**config.mk**
```make
export PLATFORM = sky130hd
export DESIGN_NAME = regfile_wb_arbiter
export DESIGN_NICKNAME = d
export VERILOG_FILES = /design/src/rtl/regfile_wb_arbiter.sv
export SDC_FILE = /design/constraint.sdc
export NUM_CORES = 1
export LEC_CHECK = 0
export CAP_MARGIN = 20
export CORE_AREA = 3 3 121 123
export CTS_CLUSTER_DIAMETER = 200
export DETAILED_ROUTE_END_ITERATION = 6
export DIE_AREA = 0 0 124 126
export PLACE_DENSITY_LB_ADDON = 0.3
export SYNTH_ARGS = -nofsm -noshare
export SYNTH_HDL_FRONTEND = slang
export SYNTH_SLANG_ARGS = --single-unit
```
**constraint.sdc**
```tcl
create_clock -name CLK -period 4.85 [get_ports CLK]
set_input_delay 0.7275 -clock CLK [delete_from_list [all_inputs] [get_ports CLK]]
set_output_delay 0.7275 -clock CLK [all_outputs]
set_load 0.05 [all_outputs]
```
**src/rtl/regfile_wb_arbiter.sv**
```systemverilog
// Two-port writeback arbiter for a single register-file write port.
// Each port feeds a one-entry buffer; buffers drain oldest-first, ties round-robin.
module regfile_wb_arbiter #(
    parameter int WORD_W = 32,
    parameter int REG_AW = 5
) (
    input  logic                   CLK,
    input  logic                   nRST,
    input  logic                   a_valid,
    output logic                   a_ready,
    input  logic [REG_AW-1:0]      a_wsel,
    input  logic [WORD_W-1:0]      a_wdat,
    input  logic                   b_valid,
    output logic                   b_ready,
    input  logic [REG_AW-1:0]      b_wsel,
    input  logic [WORD_W-1:0]      b_wdat,
    output logic                   WEN,
    output logic [REG_AW-1:0]      wsel,
    output logic [WORD_W-1:0]      wdat,
    output logic [2**REG_AW-1:0]   pend_mask,
    output logic                   busy
);

    typedef enum logic [1:0] {AGE_EQ, AGE_A_OLD, AGE_B_OLD} age_t;
    typedef enum logic {PORT_A, PORT_B} port_t;

    logic              bufa_valid, bufb_valid;
    logic [REG_AW-1:0] bufa_wsel, bufb_wsel;
    logic [WORD_W-1:0] bufa_wdat, bufb_wdat;
    age_t              age_q, age_d;
    port_t             last_grant_q, last_grant_d;
    logic              acc_a, acc_b, tie, grant_a, grant_b;

    // Handshake: x_ready depends only on buffer state; a transfer happens on a
    // rising edge with x_valid && x_ready, and a stalled requester holds its
    // valid/wsel/wdat until that edge. Writes to register 0 are accepted and dropped.
    assign a_ready = !bufa_valid;
    assign b_ready = !bufb_valid;

    always_comb begin
        acc_a        = a_valid && a_ready && (a_wsel != '0);
        acc_b        = b_valid && b_ready && (b_wsel != '0);
        tie          = bufa_valid && bufb_valid && (age_q == AGE_EQ);
        grant_a      = bufa_valid && (!bufb_valid || (age_q == AGE_A_OLD) ||
                                      (tie && (last_grant_q == PORT_B)));
        grant_b      = bufb_valid && !grant_a;
        last_grant_d = last_grant_q;
        if (tie)
            last_grant_d = grant_a ? PORT_A : PORT_B;
        // A buffer that survives the edge is older than one filled at that edge.
        age_d = AGE_EQ;
        if (bufa_valid && !grant_a && acc_b)
            age_d = AGE_A_OLD;
        else if (bufb_valid && !grant_b && acc_a)
            age_d = AGE_B_OLD;
    end

    always_ff @(posedge CLK or negedge nRST) begin
        if (!nRST) begin
            bufa_valid   <= 1'b0;
            bufa_wsel    <= '0;
            bufa_wdat    <= '0;
            bufb_valid   <= 1'b0;
            bufb_wsel    <= '0;
            bufb_wdat    <= '0;
            age_q        <= AGE_EQ;
            last_grant_q <= PORT_B;
        end else begin
            age_q        <= age_d;
            last_grant_q <= last_grant_d;
            if (acc_a) begin
                bufa_valid <= 1'b1;
                bufa_wsel  <= a_wsel;
                bufa_wdat  <= a_wdat;
            end else if (grant_a) begin
                bufa_valid <= 1'b0;
            end
            if (acc_b) begin
                bufb_valid <= 1'b1;
                bufb_wsel  <= b_wsel;
                bufb_wdat  <= b_wdat;
            end else if (grant_b) begin
                bufb_valid <= 1'b0;
            end
        end
    end

    always_ff @(posedge CLK or negedge nRST) begin
        if (!nRST) begin
            WEN  <= 1'b0;
            wsel <= '0;
            wdat <= '0;
        end else begin
            WEN <= grant_a || grant_b;
            if (grant_a) begin
                wsel <= bufa_wsel;
                wdat <= bufa_wdat;
            end else if (grant_b) begin
                wsel <= bufb_wsel;
                wdat <= bufb_wdat;
            end
        end
    end

    always_comb begin
        pend_mask = '0;
        if (bufa_valid)
            pend_mask[bufa_wsel] = 1'b1;
        if (bufb_valid)
            pend_mask[bufb_wsel] = 1'b1;
        if (WEN)
            pend_mask[wsel] = 1'b1;
    end

    assign busy = bufa_valid || bufb_valid || WEN;

endmodule

```
==> flow_summary.toml, run 1 <==
[routing]
drc = 0
num_vias = 4378
drt_iter0_drc = 372
dr.pass1.iters = 7
drt_wl_total_um = 15700
drtAntennaViolNets = 0
vias_per_cell = 5.54
wl_per_cell_um = 19.8

[die]
initial_core_util_pct = 39.5
die_h_um = 126
die_area_mm2 = 0.0156
die_w_um = 124
coreArea_mm2 = 0.0138
io_pins = 151
num_rows = 43

[worst_setup_path]
endpoint_kind = "primary output"
worst-path-buf-inv = 1
required_ns = 4.12
path_delay_family = "buffers and inverters"
path_cells = "nor3b_2, a22oi_1, nand2_1, clkdlybuf4s50_1"
path_class = "reg -> out"
start_kind = "flip-flop"
critPathMaxStageDelay_ns = 0.82
cp.arrival_ns = 2.89
cp_max_fo = 15
crit_path_top_delay_cell = "clkdlybuf4s50_1"

[synthesis]
synth_edf_count = 0
seq_area_frac_synth_pct = 53.9
yosys_warnings = 0
synth_top_cells_by_count = "dfrtp_1 (116), mux2_2 (64), nand2_1 (59)"
ys_top_cells_by_area = "dfrtp_1 (53%), mux2_2 (13%), a221o_1 (6.6%)"
yosys.cell_types.count = 38
synth.most_common_cell = "dfrtp_1"
synth_flop_cell = "dfrtp_1"
synth_top_cell_by_area = "dfrtp_1"
synthCells = 456
syn_area_mm2 = 0.00544
yosys_register_bits = 117
synth.avg_cell_area_um2 = 11.9
synth_top_area_share_pct = 53.4
synth-async-reset-ratio_pct = 100

[sta]
setup_viol = 0
max_clock_freq_mhz = 276
hold_viol = 0
whs_ns = 0.446
fin_worst_skew_ns = 0.00856
maxSlewHeadroom_pct = 36.8
finalCriticalPeriod_ns = 3.62
tns_ns = 0
tightest_slew_ns = 0.948
rsz0062_at_grt = "no"
period_share_pct = 74.7
drv_slew = 0

[layout]
syn_to_final_growth_pct = 41.1
fin_util_pct = 55.7
drive_above_1_share_pct = 17.9
nets = 676
diodes = 0

[clock_network]
cts_sinks = 117
clk_latency_ns = 0.41
cts-root-buf = "clkbuf_16"
cts_tree = "yes"
ctsHoldBuffers = 0
postCtsSetupBuffers = 0
clk_pin_slew_ns = 0.05
cts.repair.resized = 0
cts_inserted_buffers = 17
cts_buffer_depth = 2
htreeDepth = 4

[hold_path]
hold_class = "in -> async"

[pwr]
power_density_mw_per_mm2 = 649
total_power_mw = 4.98
p_leak_nw = 3.32
ir_drop_v = 0.000551

[global_route]
grt_pass1_wl_um = 24800
overflow = 0
antenna_found_initial = 0
grt_start_max_net_pins = 77
grt_pass1_vias = 4534
grt_usage_pct = 20.7

[outcome]
status = "completed"

[run]
cap_violations = 0

[placement]
post-dp-hpwl_um = 10300
gp_congestion = 0.880
port_buffers = 150
==> metal layers <==
| metal | global-route usage, % | wire, µm |
|---|---|---|
| met5 | 0 | 0 |
| met4 | 7.02 | 301 |
| met3 | 7.59 | 1420 |
| met2 | 31.8 | 7440 |
| met1 | 27.0 | 6510 |
==> flip-flops by register name, indices dropped and copies added (netlist names) <==
| signal | count |
|---|---|
| bufb_wsel | 5 |
| wsel | 5 |
| last_grant_q | 1 |
| bufb_valid | 1 |
| bufa_wdat | 32 |
| bufa_wsel | 5 |
| bufb_wdat | 32 |
| age_q | 2 |
| bufa_valid | 1 |
| WEN | 1 |
| wdat | 32 |
==> power breakdown <==
group	internal (mW)	switching (mW)	total, mW
clock network	0.792	0.427	1.22
logic	0.837	1.29	2.12
registers	1.33	0.313	1.64
total	2.96	2.03	4.98
==> stage by stage <==
stage          cells  area [µm²]  worst slack (ns)
6_report         790        7670              1.23
5_1_grt          790        7670              1.06
4_1_cts          789        7670              1.02
3_5_place_dp     758        7090              1.48
3_3_place_gp     756        7040              1.49
2_1_floorplan    457        5440              2.37
==> cell usage in the layout (no fill, tap or decap), types with 3 or more instances in the layout <==
cell type          n
clkdlybuf4s50_1  149
dfrtp_1          116
mux2_2            64
nand2_1           59
and2_1            36
a221o_1           36
a22oi_1           28
clkbuf_16         17
and3b_1           15
nor3b_1           11
a22o_1            10
inv_1              7
and3_1             6
buf_4              5
a222oi_1           4
nor3_1             3
clkbuf_8           3
clkbuf_1           3
clkinv_2           3
==> kinds of logic (layout without fill, tap and decap cells) <==
logic type,Yosys count,after routing,synth area share (%)
AOI/OAI and AO/OA,88,88,14.3
xor gates and xnor gates,1,1,0.161
buffers and inverters,42,195,3.57
DFF,117,117,53.9
muxes,65,65,13.4
other,1,2,0.0690
and+or+nand+nor,142,142,14.6
==> path summary, 6_finish.rpt <==
path	cells past startpoint	startpoint	slack, ns	to
min in group CLK	1	bufb_wdat[16]$_DFFE_PN0P_	0.49	wdat[16]$_DFFE_PN0P_
setup reg to reg	3	bufb_valid$_DFFE_PN0P_	2.42	bufb_wdat[25]$_DFFE_PN0P_
hold reg to reg	1	bufb_wdat[16]$_DFFE_PN0P_	0.49	wdat[16]$_DFFE_PN0P_
max in group asynchronous	2	nRST	3.29	bufb_wdat[12]$_DFFE_PN0P_
hold / removal	1	nRST	0.45	bufb_wdat[8]$_DFFE_PN0P_
setup / recovery	4	bufb_valid$_DFFE_PN0P_	1.23	pend_mask[0]
==> final cells by class <==
type | instances | area [µm²]
timing repair buffer | 157 | 1580
fill | 1171 | 6100
sequential | 117 | 2930
tap | 180 | 225
multi-input combinational | 298 | 2330
inverter | 7 | 26.3
clock buffer | 23 | 478
clock inverter | 8 | 100
(Power assumes the default switching activity.)
==> run 2, diff against run 1 <==
clock period = 3.6 ns   (was 4.85 ns; I/O delays follow)
==> run 2 against run 1 <==
Compared with the run above: total power rose by 33%; critical path depth did not move; first-iteration DRC count fell by 8.3%; core utilization fell by 0.15 points; clock skew fell by 0.0021 ns; flip-flop and latch count did not move; cell area fell by 0.26%; wire length fell by 5.6%; setup slack got worse by 0.99 ns; critical endpoint is now pend_mask[12]; largest cell class unchanged.
==> flow_summary.toml, run 2 (synthesized netlist as in run 1, its figures left out) <==
[worst_setup_path]
endpoint_kind = "primary output"
reg2reg_slack_ns = 1.29
critPathMaxStageDelay_ns = 0.81
path_class = "reg -> out"
path_delay_family = "buffers and inverters"
required_ns = 3.06
cp_max_fo = 15
cp.arrival_ns = 2.82
crit_path_top_delay_cell = "clkdlybuf4s50_1"
start_kind = "flip-flop"
path_cells = "nor3b_2, a22oi_1, nand2_1, clkdlybuf4s50_1"
worst-path-buf-inv = 1

[die]
die_h_um = 126
initial_core_util_pct = 39.5
die_w_um = 124
coreArea_mm2 = 0.0138
io_pins = 151
die_area_mm2 = 0.0156
num_rows = 43

[clock_network]
postCtsSetupBuffers = 0
htreeDepth = 4
ctsHoldBuffers = 0
cts_inserted_buffers = 17
cts_tree = "yes"
cts-root-buf = "clkbuf_16"
clk_pin_slew_ns = 0.05
cts_buffer_depth = 2
cts.repair.resized = 0
clk_latency_ns = 0.40
cts_sinks = 117

[pwr]
total_power_mw = 6.62
ir_drop_v = 0.000482
p_leak_nw = 3.31
power_density_mw_per_mm2 = 865

[layout]
nFillCells = 1160
syn_to_final_growth_pct = 40.8
final_cell_mix = "clkdlybuf4s50_1 (149), dfrtp_1 (116), mux2_2 (64), nand2_1 (59)"
nets = 677
top_regs = "bufa_wdat x32, bufb_wdat x32, wdat x32"
layout_commonest_cell = "clkdlybuf4s50_1"
drive_above_1_share_pct = 18.0
diodes = 0
fin_util_pct = 55.6

[routing]
num_vias = 4381
drtAntennaViolNets = 0
vias_per_cell = 5.54
drt_wl_total_um = 14800
dr.pass1.iters = 5
wl_per_cell_um = 18.7
drc = 0
drt_iter0_drc = 341

[sta]
finalCriticalPeriod_ns = 3.36
rsz0062_at_grt = "no"
drv_slew = 0
max_clock_freq_mhz = 297
setup_viol = 0
period_share_pct = 93.4
layout_setup_ws_ns = 0.237
tns_ns = 0
tightest_slew_ns = 0.955
maxSlewHeadroom_pct = 36.3
hold_viol = 0
whs_ns = 0.231
fin_worst_skew_ns = 0.00647

[run]
cap_violations = 0

[global_route]
antenna_found_initial = 0
overflow = 0
grt_pass1_vias = 4491
grt_pass1_wl_um = 23700
grt_start_max_net_pins = 68
grt_usage_pct = 19.6

[hold_path]
hold_class = "in -> async"

[placement]
port_buffers = 150
gp_congestion = 0.908
post-dp-hpwl_um = 9860
dp_slack_ns = 0.701

[outcome]
status = "completed"
## run 2: area by class of cell
type                            count  area, µm²  share of cell area, %
Inverter                            7       26.3                  0.343
Clock inverter                      9        104                   1.36
Sequential cell                   117       2930                   38.3
Multi-Input combinational cell    298       2330                   30.5
Tap cell                          180        225                   2.94
Clock buffer                       22        464                   6.06
Timing Repair Buffer              158       1570                   20.5
## run 2: per-stage QoR
stage                     instance area [µm²]  cells
after CTS                                7650    791
after floorplan                          5440    457
after global routing                     7650    791
after global placement                   7090    760
after detailed placement                 7090    760
final                                    7650    791
## run 2: worst register-to-register path, cell delays in order (launching register included)
cell     delay, ns
dfrtp_1       0.55
nor2b_1       0.46
o21a_2        0.33
buf_4         0.43
mux2_2        0.42
## run 2: where the power goes
group,internal [mW],total [mW],leakage (nW),switching (mW)
sequential,1.79,2.17,1.39,0.387
combinational,1.12,2.84,1.64,1.72
clock,1.05,1.61,0.276,0.563
total,3.95,6.62,3.31,2.67
## run 2: worst paths after layout
path                                      startpoint  depth (start not counted)                         to
min in group CLK           bufb_wdat[25]$_DFFE_PN0P_                          1       wdat[25]$_DFFE_PN0P_
max in group asynchronous                       nRST                          2       wdat[10]$_DFFE_PN0P_
hold reg to reg            bufb_wdat[25]$_DFFE_PN0P_                          1       wdat[25]$_DFFE_PN0P_
setup reg to reg              bufb_valid$_DFFE_PN0P_                          4  bufb_wdat[15]$_DFFE_PN0P_
setup / recovery              bufb_valid$_DFFE_PN0P_                          4              pend_mask[12]
hold / removal                                  nRST                          1   bufa_wdat[9]$_DFFE_PN0P_
## run 2: per-layer routing
layer	global-route usage, %	part of all wire [%]	up-vias
li1	-	-	1969
met5	0	0	-
met1	25.1	42	2159
met4	7.35	1.7	0
met3	6.65	9.8	27
met2	30.7	47	226
